[config.mk]
export PLATFORM = sky130hd
export DESIGN_NAME = idli_alu_m
export DESIGN_NICKNAME = d
export VERILOG_FILES = /design/src/rtl/idli_pkg.sv /design/src/rtl/idli_alu_slice_m.sv /design/src/rtl/idli_alu_m.sv
export SDC_FILE = /design/constraint.sdc
export NUM_CORES = 1
export LEC_CHECK = 0
export ABC_AREA = 0
export CELL_PAD_IN_SITES_DETAIL_PLACEMENT = 0
export CELL_PAD_IN_SITES_GLOBAL_PLACEMENT = 1
export CORE_ASPECT_RATIO = 0.9
export CORE_MARGIN = 5
export CORE_UTILIZATION = 30
export CTS_CLUSTER_DIAMETER = 50
export DETAILED_ROUTE_END_ITERATION = 8
export PLACE_DENSITY_LB_ADDON = 0.3
export SLEW_MARGIN = 40
export SYNTH_ARGS = -nofsm -noshare
export SYNTH_HDL_FRONTEND = slang
export SYNTH_SLANG_ARGS = --single-unit
[constraint.sdc]
create_clock -name i_alu_gck -period 2.7 [get_ports i_alu_gck]
set_clock_uncertainty 0.1 [all_clocks]
set_input_delay 0.27 -clock i_alu_gck [delete_from_list [all_inputs] [get_ports i_alu_gck]]
set_output_delay 0.27 -clock i_alu_gck [all_outputs]
set_load 0.05 [all_outputs]
[src/rtl/idli_pkg.sv]
// ============================================================================
// Package : idli_pkg
// Purpose : Shared types for the idli core datapath: register index, the
//           4-bit serial data slice and the ALU operation encoding.
// Revision: 1.0 - initial ALU types
// ============================================================================
`default_nettype none

package idli_pkg;

  // General-purpose register index (r0..r7).
  typedef logic [2:0] greg_t;

  // One nibble of a 16-bit register as it rotates past the datapath.
  typedef logic [3:0] sqi_data_t;

  // ALU operation encoding.
  typedef enum logic [2:0] {
    ALU_ADD    = 3'd0,
    ALU_SUB    = 3'd1,
    ALU_AND    = 3'd2,
    ALU_OR     = 3'd3,
    ALU_XOR    = 3'd4,
    ALU_ANDN   = 3'd5,
    ALU_CMP_EQ = 3'd6,
    ALU_CMP_LT = 3'd7
  } alu_op_t;

  // Ops that run through the adder with an inverted RHS and carry-in of 1.
  function automatic logic alu_op_is_sub(input alu_op_t op);
    return (op == ALU_SUB) || (op == ALU_CMP_EQ) || (op == ALU_CMP_LT);
  endfunction

endpackage

`default_nettype wire

[src/rtl/idli_alu_slice_m.sv]
// ============================================================================
// Module  : idli_alu_slice_m
// Purpose : Purely combinational 4-bit ALU slice. Computes one result nibble
//           plus the carry-out, nibble-equal and signed less-than terms.
// Ports   : i_op       operation for this nibble
//           i_first    high on nibble 0 (selects the initial carry-in)
//           i_carry    carry from the previous nibble
//           i_lhs/rhs  input slices
//           o_res      result nibble
//           o_carry    adder carry-out
//           o_eq       lhs == rhs for this nibble
//           o_lt       signed lhs < rhs, meaningful on the top nibble only
// Revision: 1.0 - initial
// ============================================================================
`default_nettype none

module idli_alu_slice_m
  import idli_pkg::*;
(
  input  alu_op_t   i_op,
  input  logic      i_first,
  input  logic      i_carry,
  input  sqi_data_t i_lhs,
  input  sqi_data_t i_rhs,
  output sqi_data_t o_res,
  output logic      o_carry,
  output logic      o_eq,
  output logic      o_lt
);

  logic      is_sub;
  logic      cin;
  sqi_data_t rhs_eff;
  logic [4:0] sum;
  logic      ov;

  always_comb begin
    is_sub  = alu_op_is_sub(i_op);
    rhs_eff = is_sub ? ~i_rhs : i_rhs;
    // Subtraction is lhs + ~rhs + 1; the +1 enters only on nibble 0.
    cin     = i_first ? is_sub : i_carry;
    sum     = {1'b0, i_lhs} + {1'b0, rhs_eff} + {4'b0000, cin};

    // Two's-complement overflow of the top nibble corrects the sign bit.
    ov      = (i_lhs[3] == rhs_eff[3]) && (sum[3] != i_lhs[3]);
    o_lt    = sum[3] ^ ov;
    o_eq    = (i_lhs == i_rhs);
    o_carry = sum[4];

    o_res = sum[3:0];
    case (i_op)
      ALU_AND:  o_res = i_lhs & i_rhs;
      ALU_OR:   o_res = i_lhs | i_rhs;
      ALU_XOR:  o_res = i_lhs ^ i_rhs;
      ALU_ANDN: o_res = i_lhs & ~i_rhs;
      default:  o_res = sum[3:0];
    endcase
  end

endmodule

`default_nettype wire

[src/rtl/idli_alu_m.sv]
// ============================================================================
// Module  : idli_alu_m
// Purpose : Nibble-serial 16-bit ALU. One op takes four cycles, LS nibble
//           first; each result nibble goes straight back to the register file
//           write port on the same cycle.
// Ports   : i_alu_gck / i_alu_rst_n   clock, async active-low reset
//           i_alu_start/op/dst        operation request (nibble 0 when idle)
//           i_alu_lhs/rhs_data        operand slices from the register file
//           o_alu_busy                nibbles 1..3 in progress
//           o_alu_wr/_en/_data        register file write port
//           o_alu_flag                last compare result
//           o_alu_done                pulse on the cycle after nibble 3
// Revision: 1.0 - initial
// ============================================================================
`default_nettype none

module idli_alu_m
  import idli_pkg::*;
(
  input  logic      i_alu_gck,
  input  logic      i_alu_rst_n,
  input  logic      i_alu_start,
  input  alu_op_t   i_alu_op,
  input  greg_t     i_alu_dst,
  input  sqi_data_t i_alu_lhs_data,
  input  sqi_data_t i_alu_rhs_data,
  output logic      o_alu_busy,
  output greg_t     o_alu_wr,
  output logic      o_alu_wr_en,
  output sqi_data_t o_alu_wr_data,
  output logic      o_alu_flag,
  output logic      o_alu_done
);

  logic       active_q, active_d;
  logic [1:0] cnt_q,    cnt_d;
  logic       carry_q,  carry_d;
  logic       eq_q,     eq_d;
  alu_op_t    op_q,     op_d;
  greg_t      dst_q,    dst_d;
  logic       flag_q,   flag_d;
  logic       done_q,   done_d;

  logic       idle_start;
  logic       pipe_start;
  logic       cur_active;
  logic [1:0] nib;
  alu_op_t    cur_op;
  greg_t      cur_dst;
  logic       first;
  logic       is_cmp;

  sqi_data_t  slice_res;
  logic       slice_carry;
  logic       slice_eq;
  logic       slice_lt;

  always_comb begin
    // Gating with reset keeps the write port quiet while reset is held even
    // if start is asserted.
    idle_start = i_alu_start && !active_q && i_alu_rst_n;
    // A start during nibble 3 queues the next op; its nibble 0 is next cycle.
    pipe_start = i_alu_start && active_q && (cnt_q == 2'd3);
    cur_active = active_q || idle_start;
    nib        = idle_start ? 2'd0 : cnt_q;
    cur_op     = idle_start ? i_alu_op  : op_q;
    cur_dst    = idle_start ? i_alu_dst : dst_q;
    first      = cur_active && (nib == 2'd0);
    is_cmp     = (cur_op == ALU_CMP_EQ) || (cur_op == ALU_CMP_LT);
  end

  idli_alu_slice_m u_slice (
    .i_op    (cur_op),
    .i_first (first),
    .i_carry (carry_q),
    .i_lhs   (i_alu_lhs_data),
    .i_rhs   (i_alu_rhs_data),
    .o_res   (slice_res),
    .o_carry (slice_carry),
    .o_eq    (slice_eq),
    .o_lt    (slice_lt)
  );

  always_comb begin
    active_d = active_q;
    cnt_d    = cnt_q;
    carry_d  = carry_q;
    eq_d     = eq_q;
    op_d     = op_q;
    dst_d    = dst_q;
    flag_d   = flag_q;
    done_d   = 1'b0;

    if (idle_start) begin
      op_d  = i_alu_op;
      dst_d = i_alu_dst;
    end

    if (cur_active) begin
      carry_d = slice_carry;
      eq_d    = first ? slice_eq : (eq_q && slice_eq);

      if (nib == 2'd3) begin
        done_d = 1'b1;
        if (cur_op == ALU_CMP_EQ) flag_d = eq_q && slice_eq;
        if (cur_op == ALU_CMP_LT) flag_d = slice_lt;

        cnt_d = 2'd0;
        if (pipe_start) begin
          active_d = 1'b1;
          op_d     = i_alu_op;
          dst_d    = i_alu_dst;
        end else begin
          active_d = 1'b0;
        end
      end else begin
        active_d = 1'b1;
        cnt_d    = nib + 2'd1;
      end
    end
  end

  always_ff @(posedge i_alu_gck or negedge i_alu_rst_n) begin
    if (!i_alu_rst_n) begin
      active_q <= 1'b0;
      cnt_q    <= 2'd0;
      carry_q  <= 1'b0;
      eq_q     <= 1'b0;
      op_q     <= ALU_ADD;
      dst_q    <= '0;
      flag_q   <= 1'b0;
      done_q   <= 1'b0;
    end else begin
      active_q <= active_d;
      cnt_q    <= cnt_d;
      carry_q  <= carry_d;
      eq_q     <= eq_d;
      op_q     <= op_d;
      dst_q    <= dst_d;
      flag_q   <= flag_d;
      done_q   <= done_d;
    end
  end

  always_comb begin
    // A queued op sits in its nibble-0 cycle with cnt_q == 0; not busy then.
    o_alu_busy    = active_q && (cnt_q != 2'd0);
    o_alu_wr_en   = cur_active && !is_cmp;
    o_alu_wr      = cur_active ? cur_dst   : '0;
    o_alu_wr_data = cur_active ? slice_res : '0;
    o_alu_flag    = flag_q;
    o_alu_done    = done_q;
  end

endmodule

`default_nettype wire

==> key figures <==
Floorplanning
  • Die area: 0.005410 mm2
  • Initial Utilization: 30.34%
  • I/O pin cnt: 28
  • Chip height: 70.28 um
  • Core region area: 0.003991 mm2
  • FP Rows: 22
  • Die width: 76.98 um

Hold path
  • Worst hold path type: in2async

Worst setup path
  • CP max FO: 3
  • CP cell instances: buf_6, nor2_4, a211oi_2, a21o_1, xnor2_2, fa_2, inv_2, fa_2, a221oi_4, buf_12
  • CP Buf/Inv Count: 3
  • CP Data Required Time: 2330 ps
  • R2R Setup Slk: 250 ps
  • R2r startpoint: active_q
  • Worst Reg-to-Reg Cells: 12
  • CP most frequent cell: fa_2
  • Max stage delay on crit path: 440 ps
  • CP top delay family: adder cells
  • CP arrival: 2660 ps
  • CP Capture Type: primary output
  • Reg2reg end: o_alu_flag
  • Crit path kind: reg2out
  • CP startpoint kind: flop
  • Slowest-stage cell, CP: fa_2
  • Worst path depth: 10

Global route
  • Total GRT Usage: 13.73%
  • First-pass GRT wire length: 6.051 mm
  • Initial antenna violation count: 0
  • GRT overflow: 0
  • Pin count of the biggest net entering global routing: 10
  • Vias in the first global route: 1303

CTS
  • Hold-fix buffer count after cts: 0
  • Num CTS Buffers: 3
  • Clk slew on worst S/H paths: 50 ps
  • Clk sinks: 13
  • TritonCTS clock tree: done
  • CTS H-tree lvls: 1
  • Max Buffers Root-to-Sink: 2
  • Clock Latency Late Sink: 250 ps
  • CTS root buffer: clkbuf_8

Synthesis
  • Net Count, Synth: 166
  • Post-synthesis average cell area: 8.777 um2
  • Post-Syn Area: 0.001211 mm2
  • Library cells used by synthesis: 37
  • Seq/Total Area, Yosys: 26.86%
  • Syn. warnings: 0
  • Yosys reg bits: 13
  • Syn Inst Count: 138

Routing
  • Pre-antenna DRT Iters: 4
  • DRC: 0
  • DRT iter0 DRCs: 30
  • Total Wirelength: 3.419 mm
  • Wire length per cell: 13.90 um
  • ANT nets after route: 0
  • Via count: 1218
  • DR vias/cell: 4.951

STA
  • Final WS setup: -332.5 ps
  • Period utilization: 112.3%
  • # setup viols final: 4
  • Worst-margin pin slew: 506.9 ps
  • RSZ-0062 raised after global routing: yes
  • Period minus WS final: 3032 ps
  • Achievable frequency: 329.8 MHz
  • Hold Vio Cnt, Final: 0
  • Rel. slew slack: 66.10%
  • Hold WS: 24.79 ps
  • Pins Over Slew Limit: 0

Placed design
  • Port Buf Inserts: 27
  • GPL Wtd Cong: 0.8758
  • Detailed Place HPWL: 2.802 mm

Status
  • Outcome: finished with violations
  • Failing checks: setup timing

Final layout
  • Antenna fix cells: 0
  • Fillers: 374
  • Area Overhead vs Synth: 69.11%
  • Nets: 227
  • Share of layout cells above drive strength 1: 39.39%

Flow run
  • Max-cap viol count: 0
-- state kept, by name, summed over array words and instances, names as in the netlist --
signal      cells
active_q        1
carry_q         1
cnt_q           2
dst_q           3
eq_q            1
o_alu_done      1
o_alu_flag      1
op_q            3
-- repair_timing --
action | CTS | global route
setup endpoints to repair | 5 | 4
buffers inserted | 1 | 0
pin swaps | 10 | 6
gates resized for setup | 17 | 5
-- worst max-delay path by stage --
stage                      startpoint               end
after floorplan              active_q  o_alu_wr_data[1]
after global placement    i_alu_rst_n  o_alu_wr_data[1]
after detailed placement  i_alu_rst_n  o_alu_wr_data[2]
after CTS                    active_q  o_alu_wr_data[1]
after global routing         active_q  o_alu_wr_data[1]
final                        active_q  o_alu_wr_data[1]
-- placed cells by master, fill, tap and decap left out, types with 2 or more instances in the layout --
cell	count
and3_1	2
inv_2	3
fa_2	2
buf_4	31
a21o_1	2
nand2_1	11
inv_1	11
clkbuf_8	3
o211ai_1	4
a22o_1	4
mux2_4	2
and2_1	4
dfrtp_1	13
o22ai_1	4
a21oi_1	6
a221oi_4	4
nand2_4	2
ha_1	8
nor3b_1	2
nand2b_4	2
nor2_1	11
dlygate4sd2_1	5
clkdlybuf4s50_1	14
mux2i_1	2
buf_12	7
xnor2_1	4
a21oi_2	2
mux2_2	5
o21ai_0	3
buf_6	2
-- Yosys cell counts --
library cell  count  area (um2)
buf_2             2       10.01
nor3_1            1       5.000
ha_1              9       112.6
dfrtp_1          13       325.3
o211ai_1          4       30.03
nor3b_1           3       22.52
a21o_1            2       15.01
nand2b_1          1       6.260
and3_1            2       12.51
and2_4            1       8.760
o31ai_1           1       7.510
nor2_1           12       45.04
or2_2             1       6.260
mux2_2            5       56.30
o21ai_0           4       20.02
xor2_1            2       17.52
a221oi_1          4       35.03
nor2b_1           1       6.260
a211o_1           1       8.760
a22o_1            4       35.03
nand2b_4          2       27.53
inv_1            14       52.55
clkbuf_1          1       3.750
mux2_4            2       30.03
nand3b_4          1       20.02
xnor2_1           5       43.79
o21a_1            1       7.510
fa_1              2       40.04
o22ai_1           4       25.02
and2_1            4       25.02
nor4_1            1       6.260
nand3_1           1       5.000
mux2i_1           3       30.03
a21oi_1           8       40.04
nand2_1          14       52.55
nand4b_1          1       8.760
a211oi_1          1       7.510
-- per-layer routing --
| layer | global-route usage (%) | share of wire (%) | routed length, um | up-vias |
|---|---|---|---|---|
| li1 | - | - | - | 608 |
| met5 | 0 | 0 | 0 | - |
| met1 | 16.54 | 45 | 1530 | 586 |
| met2 | 23.85 | 50 | 1710 | 19 |
| met4 | 4.580 | 1.6 | 53 | 0 |
| met3 | 3.222 | 3.7 | 125 | 5 |
-- area by class of cell --
type	count	area, um2	share of cell area, %
multi-input combinational	108	985.9	48.14
timing repair buffer	59	579.3	28.28
sequential	13	325.3	15.88
tap	48	60.06	2.932
inverter	14	52.55	2.566
clock buffer	4	45.04	2.199
-- logic make-up after synthesis --
family | Yosys count | synth area share, %
adders and majority gates | 11 | 12.60
xor gates and xnor gates | 7 | 5.062
buffers and inverters | 17 | 5.475
AOI/OAI and AO/OA | 34 | 19.11
DFF | 13 | 26.86
and+or+nand+nor | 46 | 21.28
muxes | 10 | 9.607
-- per-stage QoR --
stage               cell area (um2)  util, %  instances  setup TNS, ps  setup slack, ps
finish                         2048    51.32        246         -909.3           -332.5
global route                   2048    51.32        246          -1476           -481.0
CTS                            2017    50.53        246          -1098           -368.7
detailed placement             1933    48.43        241          -2584           -633.1
global placement               1933    48.43        241          -2499           -628.3
floorplan                      1333        -        138         -559.2           -215.4
Power is not shown: default switching activity piles up to over one toggle a cycle in this logic, so the estimate is an artifact.
